## config.mk

```make
export PLATFORM = sky130hd
export DESIGN_NAME = cpu_boot_ctrl
export DESIGN_NICKNAME = d
export VERILOG_FILES = /design/src/rtl/cpu_boot_ctrl.sv
export SDC_FILE = /design/constraint.sdc
export NUM_CORES = 1
export LEC_CHECK = 0
export CORE_ASPECT_RATIO = 0.6
export CORE_MARGIN = 4
export CORE_UTILIZATION = 45
export CTS_BUF_LIST = sky130_fd_sc_hd__clkbuf_16
export CTS_CLUSTER_DIAMETER = 50
export DETAILED_ROUTE_END_ITERATION = 8
export DONT_BUFFER_PORTS = 1
export HOLD_SLACK_MARGIN = 0.06
export PLACE_DENSITY = 0.65
export SYNTH_ARGS = -nofsm -noshare
export SYNTH_HDL_FRONTEND = slang
export SYNTH_SLANG_ARGS = --single-unit
```

## constraint.sdc

```tcl
create_clock -name clk -period 5.8 [get_ports clk]
set_clock_uncertainty 0.05 [all_clocks]
set_input_delay 0.87 -clock clk [delete_from_list [all_inputs] [get_ports clk]]
set_output_delay 0.87 -clock clk [all_outputs]
set_load 0.01 [all_outputs]
```

## src/rtl/cpu_boot_ctrl.sv

```systemverilog
// -----------------------------------------------------------------------------
// cpu_boot_ctrl
//
// Run sequencer for the pipelined cpu. It sits between the host stream
// interface and the cpu top level. After a start request it:
//   1. streams imem_words words from the load stream into instruction memory,
//   2. streams dmem_words words from the same load stream into data memory,
//   3. holds cpu_enable high for exactly run_cycles cycles,
//   4. reads the first dmem_words words of data memory back out on the
//      dump stream,
// and then pulses done for one cycle. Empty phases are skipped.
//
// Ports:
//   clk, arst                      clock, asynchronous active-high reset
//   start                          begin a sequence (only honoured in IDLE)
//   imem_words, dmem_words,
//   run_cycles                     sequence lengths, latched on start
//   in_valid/in_ready/in_data      load stream (valid/ready handshake)
//   out_valid/out_ready/out_data   dump stream (valid/ready handshake)
//   addr_ext/wen_ext/ren_ext/
//   wdata_ext                      instruction memory external port
//   addr_ext_2/wen_ext_2/
//   ren_ext_2/wdata_ext_2          data memory external port
//   rdata_ext_2                    data memory read data, one cycle after
//                                  ren_ext_2
//   cpu_enable                     cpu run enable
//   busy                           high in every state except IDLE
//   done                           one-cycle completion pulse
//   cycle_count                    enabled cycles of the current/last run
// -----------------------------------------------------------------------------
module cpu_boot_ctrl #(
  parameter int IMEM_CNT_W = 10,
  parameter int DMEM_CNT_W = 11,
  parameter int ADDR_STEP  = 4
) (
  input  logic                  clk,
  input  logic                  arst,
  input  logic                  start,
  input  logic [IMEM_CNT_W-1:0] imem_words,
  input  logic [DMEM_CNT_W-1:0] dmem_words,
  input  logic [31:0]           run_cycles,
  input  logic                  in_valid,
  output logic                  in_ready,
  input  logic [31:0]           in_data,
  output logic                  out_valid,
  input  logic                  out_ready,
  output logic [31:0]           out_data,
  output logic [31:0]           addr_ext,
  output logic                  wen_ext,
  output logic                  ren_ext,
  output logic [31:0]           wdata_ext,
  output logic [31:0]           addr_ext_2,
  output logic                  wen_ext_2,
  output logic                  ren_ext_2,
  output logic [31:0]           wdata_ext_2,
  input  logic [31:0]           rdata_ext_2,
  output logic                  cpu_enable,
  output logic                  busy,
  output logic                  done,
  output logic [31:0]           cycle_count
);

  typedef enum logic [2:0] {
    IDLE,
    LOAD_I,
    LOAD_D,
    RUN,
    DUMP_RD,
    DUMP_WT,
    DUMP_OUT,
    FIN
  } state_t;

  state_t                  state, state_nxt;
  logic [IMEM_CNT_W-1:0]   imem_q;
  logic [DMEM_CNT_W-1:0]   dmem_q;
  logic [31:0]             run_q;
  logic [DMEM_CNT_W-1:0]   wc, wc_nxt;
  logic [31:0]             cycle_nxt;
  logic [31:0]             out_nxt;
  logic                    cfg_load;

  logic [31:0]             wc_addr;
  logic                    last_i;
  logic                    last_d;

  // The word counter is shared by both loads and the dump, so the byte
  // address and the "this is the final word" tests are derived once here.
  // The comparisons are done at 32 bits so the two count widths never have
  // to agree with each other.
  assign wc_addr = 32'(wc) * 32'(ADDR_STEP);
  assign last_i  = (32'(wc) + 32'd1) == 32'(imem_q);
  assign last_d  = (32'(wc) + 32'd1) == 32'(dmem_q);

  // State and datapath registers. Reset drops straight back to IDLE with all
  // counters cleared; since every port strobe is decoded from the state, an
  // abort stops memory writes and cpu_enable in the same instant.
  always_ff @(posedge clk or posedge arst) begin
    if (arst) begin
      state       <= IDLE;
      imem_q      <= '0;
      dmem_q      <= '0;
      run_q       <= '0;
      wc          <= '0;
      cycle_count <= '0;
      out_data    <= '0;
    end else begin
      state       <= state_nxt;
      wc          <= wc_nxt;
      cycle_count <= cycle_nxt;
      out_data    <= out_nxt;
      if (cfg_load) begin
        imem_q <= imem_words;
        dmem_q <= dmem_words;
        run_q  <= run_cycles;
      end
    end
  end

  // Next-state and output decode. Every port is owned by exactly one group of
  // states, which keeps the two write enables and cpu_enable mutually
  // exclusive by construction. When leaving a phase the choice of the next
  // phase skips any phase whose length is zero. In IDLE the raw inputs are
  // used for that choice because the latched copies only update at the edge.
  // The run ends on the cycle whose increment reaches run_cycles, so
  // cpu_enable is high for exactly that many cycles.
  always_comb begin
    state_nxt   = state;
    wc_nxt      = wc;
    cycle_nxt   = cycle_count;
    out_nxt     = out_data;
    cfg_load    = 1'b0;
    in_ready    = 1'b0;
    out_valid   = 1'b0;
    addr_ext    = '0;
    wen_ext     = 1'b0;
    ren_ext     = 1'b0;
    wdata_ext   = '0;
    addr_ext_2  = '0;
    wen_ext_2   = 1'b0;
    ren_ext_2   = 1'b0;
    wdata_ext_2 = '0;
    cpu_enable  = 1'b0;
    done        = 1'b0;
    busy        = (state != IDLE);

    case (state)
      IDLE: begin
        if (start) begin
          cfg_load  = 1'b1;
          wc_nxt    = '0;
          cycle_nxt = '0;
          if (imem_words != '0)      state_nxt = LOAD_I;
          else if (dmem_words != '0) state_nxt = LOAD_D;
          else if (run_cycles != '0) state_nxt = RUN;
          else                       state_nxt = FIN;
        end
      end

      LOAD_I: begin
        in_ready  = 1'b1;
        wen_ext   = in_valid;
        addr_ext  = wc_addr;
        wdata_ext = in_data;
        if (in_valid) begin
          if (last_i) begin
            wc_nxt = '0;
            if (dmem_q != '0)     state_nxt = LOAD_D;
            else if (run_q != '0) state_nxt = RUN;
            else                  state_nxt = FIN;
          end else begin
            wc_nxt = wc + 1'b1;
          end
        end
      end

      LOAD_D: begin
        in_ready    = 1'b1;
        wen_ext_2   = in_valid;
        addr_ext_2  = wc_addr;
        wdata_ext_2 = in_data;
        if (in_valid) begin
          if (last_d) begin
            wc_nxt    = '0;
            state_nxt = (run_q != '0) ? RUN : DUMP_RD;
          end else begin
            wc_nxt = wc + 1'b1;
          end
        end
      end

      RUN: begin
        cpu_enable = 1'b1;
        cycle_nxt  = cycle_count + 32'd1;
        if (cycle_nxt == run_q) begin
          state_nxt = (dmem_q != '0) ? DUMP_RD : FIN;
        end
      end

      DUMP_RD: begin
        ren_ext_2  = 1'b1;
        addr_ext_2 = wc_addr;
        state_nxt  = DUMP_WT;
      end

      DUMP_WT: begin
        out_nxt   = rdata_ext_2;
        state_nxt = DUMP_OUT;
      end

      DUMP_OUT: begin
        out_valid = 1'b1;
        if (out_ready) begin
          if (last_d) begin
            wc_nxt    = '0;
            state_nxt = FIN;
          end else begin
            wc_nxt    = wc + 1'b1;
            state_nxt = DUMP_RD;
          end
        end
      end

      FIN: begin
        done      = 1'b1;
        state_nxt = IDLE;
      end

      default: state_nxt = IDLE;
    endcase
  end

endmodule

```

* Word-level counts from Yosys, hierarchy flattened
Cells that the tools add are included.
Widths: inputs -> output; s select.
** Storage, ports and cells
- Bits of input ports :: 122
- Memories kept :: 0
- RAM bits :: 0
- Logic and storage cells :: 79
- Output and inout port bits :: 201
- Bits in latches :: 0
- Register bits after elaboration :: 131
- Memory bits (read-only) :: 0
** Operators by class
- Multiply operators :: 0
- Add/subtract/negate cells :: 3
- Multiplexer cells :: 38
- Shift-type cells :: 0
- Div/mod/pow operators :: 0
- Reductions and logical operators :: 14
- Equality and inequality tests :: 17
- Order comparisons :: 0
- Bitwise operators :: 0
** Operators by type and width (count)
- $mux 32 :: 3
- $mux 11 :: 6
- $pmux 32 s2 :: 1
- $reduce_bool 32->1 :: 2
- $pmux 11 s4 :: 1
- $mux 3 :: 13
- $add 32x1->32 const B :: 1
- $eq 32x10->1 :: 1
- $eq 32x32->1 :: 1
- $mux 13 :: 2
- $pmux 3 s8 :: 1
- $reduce_bool 11->1 :: 2
- $ne 2x2->1 const B :: 7
- $add 11x1->12 const B :: 1
- $eq 12x11->1 :: 1
- $eq 3x3->1 const B :: 4
- $add 11x1->11 const B :: 1
- $reduce_bool 10->1 :: 1
- $mux 1 :: 9
- $reduce_and 7->1 :: 1
- $eq 3x2->1 const B :: 2
- $reduce_and 5->1 :: 1
- $mux 2 :: 2
- $reduce_bool 4->1 :: 1
- 6 further kinds :: 7

* Depth between registers and ports, before layout
- Depth in word-level cells :: 6
- Depth in mapped cells :: 12
- Mapped depth without buffers :: 9

* Worst setup path after synthesis
No wires, ideal clock.
- Kind :: flip-flop to flip-flop
- Start :: register cycle_count[0]
- End :: register state[0]
- Clock period less this slack :: 3.115 ns
- Data arrival time :: 2.940 ns
- Data required time :: 5.625 ns
- Setup time :: 0.125 ns
- Buffers on the path :: 1
- Stages on the path, launching flop included :: 11
- Slack :: 2.685 ns
- Path through :: dfrtp_1 > ha_1 > buf_4 > nand4_4 > nor4_1 > xnor2_1 > or4_1 > or4b_1 > nor4_1 > a31o_2 > nand3_1
** On the way
- Word-level cells in the longest chain between the ends :: 4
** Ends and longest elaborated chain
- from (decl) :: line 60 : output logic [31:0] cycle_count
- from (signal assigned) :: line 110 : cycle_count <= cycle_nxt;
- $add 32x1->32 :: line 194 : cycle_nxt = cycle_count + 32'd1;
- $eq 32x32->1 :: line 195 : if (cycle_nxt == run_q) begin
- $ne 2x2->1 (no line)
- $reduce_and 7->1 (no line)
- to (signal assigned) :: line 108 : state <= state_nxt;
- to (decl) :: line 74 : state_t state, state_nxt;
Every way passes these cells.
A chain may end at the register's enable or synchronous reset.

* Worst setup path after layout
- Start :: register cycle_count[0]
- End :: register state[1]
Same word-level chain as after synthesis.

==> out/metrics.yaml <==
run_status:
  outcome: "completed"
worst_setup_path:
  worstPathRequired_ps: 6050
  cp-start-kind: "flop"
  r2r_start: "cycle_count[0]"
  cp-end-kind: "flop"
  regToRegEndpoint: "state[1]"
  worstPathArrival_ps: 4060
  path_class: "reg -> reg"
  rr_worst_depth: 9
  crit_fanout: 10
  ff2ff_setup_slack_ps: 1990
power:
  power.density_mw_per_mm2: 504.1
  sw_frac_of_total_pct: 39.21
  power.leakage_nw: 3.631
  p_int_mw: 2.810
  power.share.clock_pct: 27.0
  vdd_ir_drop_max_mv: 0.3207
  combPwrFrac_pct: 34.9
  power_mw: 4.623
  switching_power_mw: 1.813
  p_seq_share_pct: 38.1
layout:
  drive_gt1_share_pct: 14.92
  final_cell_mix: "dfrtp_1, mux2_2, and2_1"
  synthToLayoutAreaGrowth_pct: 6.930
  final_cell_area_sq_mm: 0.009170
  diodes: 0
  final_common_cell: "dfrtp_1"
  fin_nets: 1010
  utilization_pct: 49.84
  final_cells: 1138
run:
  maxCapViolCount: 0
drt:
  vias_per_cell: 6.045
  drt_wl_total_mm: 26.54
  ant_nets: 0
  routedWlPerCell_um: 23.32
  vias: 6879
  firstDrtPassIters: 5
  drc: 0
  first_iter_violations: 630
synth:
  ys_async_sr_fraction_pct: 100.0
  yosysUniqueCellTypes: 69
  synth_edf_count: 0
  synth_flop_cell: "dfrtp_1"
  ys_ff_latch: 131
  synth_xor_xnor_area_share_pct: 7.543
  synth_top_family_by_area: "simple AND/OR/NAND/NOR gates"
  yosys.area_share.simple_pct: 21.94
  synthCells: 929
  yosys.area_share.adder_pct: 0.4085
  yosysWarnings: 0
  synth_mux_area_share_pct: 12.10
  avgSynthCellArea_sq_um: 9.231
  synth_compound_area_share_pct: 12.17
  yosysSeqAreaShare_pct: 38.23
  netlist_area_sq_mm: 0.008576
clock_network:
  cts.sinks: 131
  clkLatencyLatePin_ps: 420
  cts_tree: "built"
  cts-root-buf: "clkbuf_16"
  clkTransAtPathRegs_ps: 60
  cts_post_setup_buffers_inserted: 0
  hold_buffers: 0
  cts_inserted_buffers: 17
  clk_path_buf_depth: 2
  ctsResizeCount: 0
  h-tree-depth: 4
global_routing:
  grt_pass1_vias: 6283
  grt_usage_pct: 24.20
  grt_max_degree: 67
  antenna_found_initial: 0
  grt_pass1_wl_mm: 39.41
  gr-total-overflow: 0
sta:
  max_freq_mhz: 262.3
  slew_violations: 0
  maxSlewHeadroom_pct: 23.43
  worst_slew_pin_slew_ps: 1147
  holdWs_ps: 439.0
  finalCritPeriodShare_pct: 65.72
  hold_violations: 0
  period_minus_slack_ps: 3812
  finalSetupTns_ps: 0
  setup_ws_ps: 1988
  rsz0062_at_grt: "false"
  setup-violations-final: 0
placement:
  hpwl_mm: 20.54
  numPlacedInstances: 1107
  port_buffers: 0
  place_ws_ps: 2042
  placed_area_sq_mm: 0.008496
  gp_congestion: 0.9672
die:
  die_w_um: 186.2
  die_area_sq_mm: 0.02140
  start_util_pct: 46.61
  pin_count: 323
  core_sq_mm: 0.01840
  die_h_um: 114.9
  row_count: 38
hold_path:
  hold_class: "in -> async"
registers in the layout (all words and copies together) (netlist names):
register	count
cycle_count	32
dmem_q	11
imem_q	10
out_data	32
run_q	32
state	3
wc	11
area by class of cell:
class | instances | area (sq um)
well taps | 240 | 300.3
repair buffers | 6 | 45.04
inverters | 16 | 62.56
fillers | 1708 | 9230
clock buffers | 17 | 425.4
clock inverters | 14 | 249.0
multi-input cells | 714 | 4810
flip-flops and latches | 131 | 3278
critical path: stages, from the launching register on:
cell	delay, ps
dfrtp_1	490
ha_1	450
nand4_4	250
nor4_1	480
xnor2_1	120
or4_1	540
or4b_1	530
nor4_1	450
a31o_2	250
a21oi_1	70
cell usage after synthesis, types with 9 or more instances:
| master | instances | area share (%) |
|---|---|---|
| xnor2_1 | 40 | 4.1 |
| clkbuf_1 | 52 | 2.3 |
| nor4_1 | 33 | 2.4 |
| nand3_1 | 22 | 1.3 |
| or3_1 | 9 | 0.66 |
| buf_4 | 45 | 3.9 |
| nor3_1 | 19 | 1.1 |
| nor2b_1 | 10 | 0.73 |
| nor2_1 | 52 | 2.3 |
| nand4_1 | 25 | 1.8 |
| nand2_1 | 56 | 2.5 |
| a31oi_1 | 9 | 0.66 |
| o21ai_0 | 65 | 3.8 |
| dfrtp_1 | 131 | 38 |
| xor2_1 | 26 | 2.7 |
| o31ai_1 | 13 | 1.1 |
| a21oi_1 | 23 | 1.3 |
| inv_1 | 16 | 0.70 |
| and2_1 | 77 | 5.6 |
| mux2_2 | 85 | 11 |
power groups by stage:
stage / Combinational [mW] / Clock [mW] / Sequential [mW]
final: 1.62 / 1.25 / 1.76
after global routing: 1.79 / 1.31 / 1.81
after CTS: 1.61 / 1.27 / 1.75
after detailed placement: 1.60 / 0 / 1.76
after global placement: 1.58 / 0 / 1.75
after floorplan: 1.42 / 0 / 1.55
worst max-delay path by stage:
stage                           to  slack [ps]      startpoint
floorplan           cycle_count[0]        1380            arst
global placement          state[0]        2120  cycle_count[0]
detailed placement        state[1]        2040  cycle_count[0]
CTS                       state[1]        2020  cycle_count[0]
global route              state[2]        1760  cycle_count[0]
finish                    state[1]        1990  cycle_count[0]
routing by layer:
layer | wire length, um | vias to the layer above | part of all wire (%) | track usage, %
met2 | 10880 | 402 | 41 | 32.66
li1 | - | 3156 | - | -
met4 | 249 | 0 | 0.94 | 4.367
met1 | 12170 | 3305 | 46 | 36.72
met3 | 3234 | 16 | 12 | 9.611
met5 | 0 | - | 0 | 0
logic make-up (layout without fill, tap and decap cells):
logic type,Yosys count,after routing
AND/OR/NAND/NOR,342,342
AO/OA/AOI/OAI,164,164
flip-flops,131,131
buffers and inverters,126,53
multiplexers,93,93
XOR/XNOR,69,69
adder cells (fa/ha/maj),3,3
other,1,43
(Power assumes the default switching activity.)
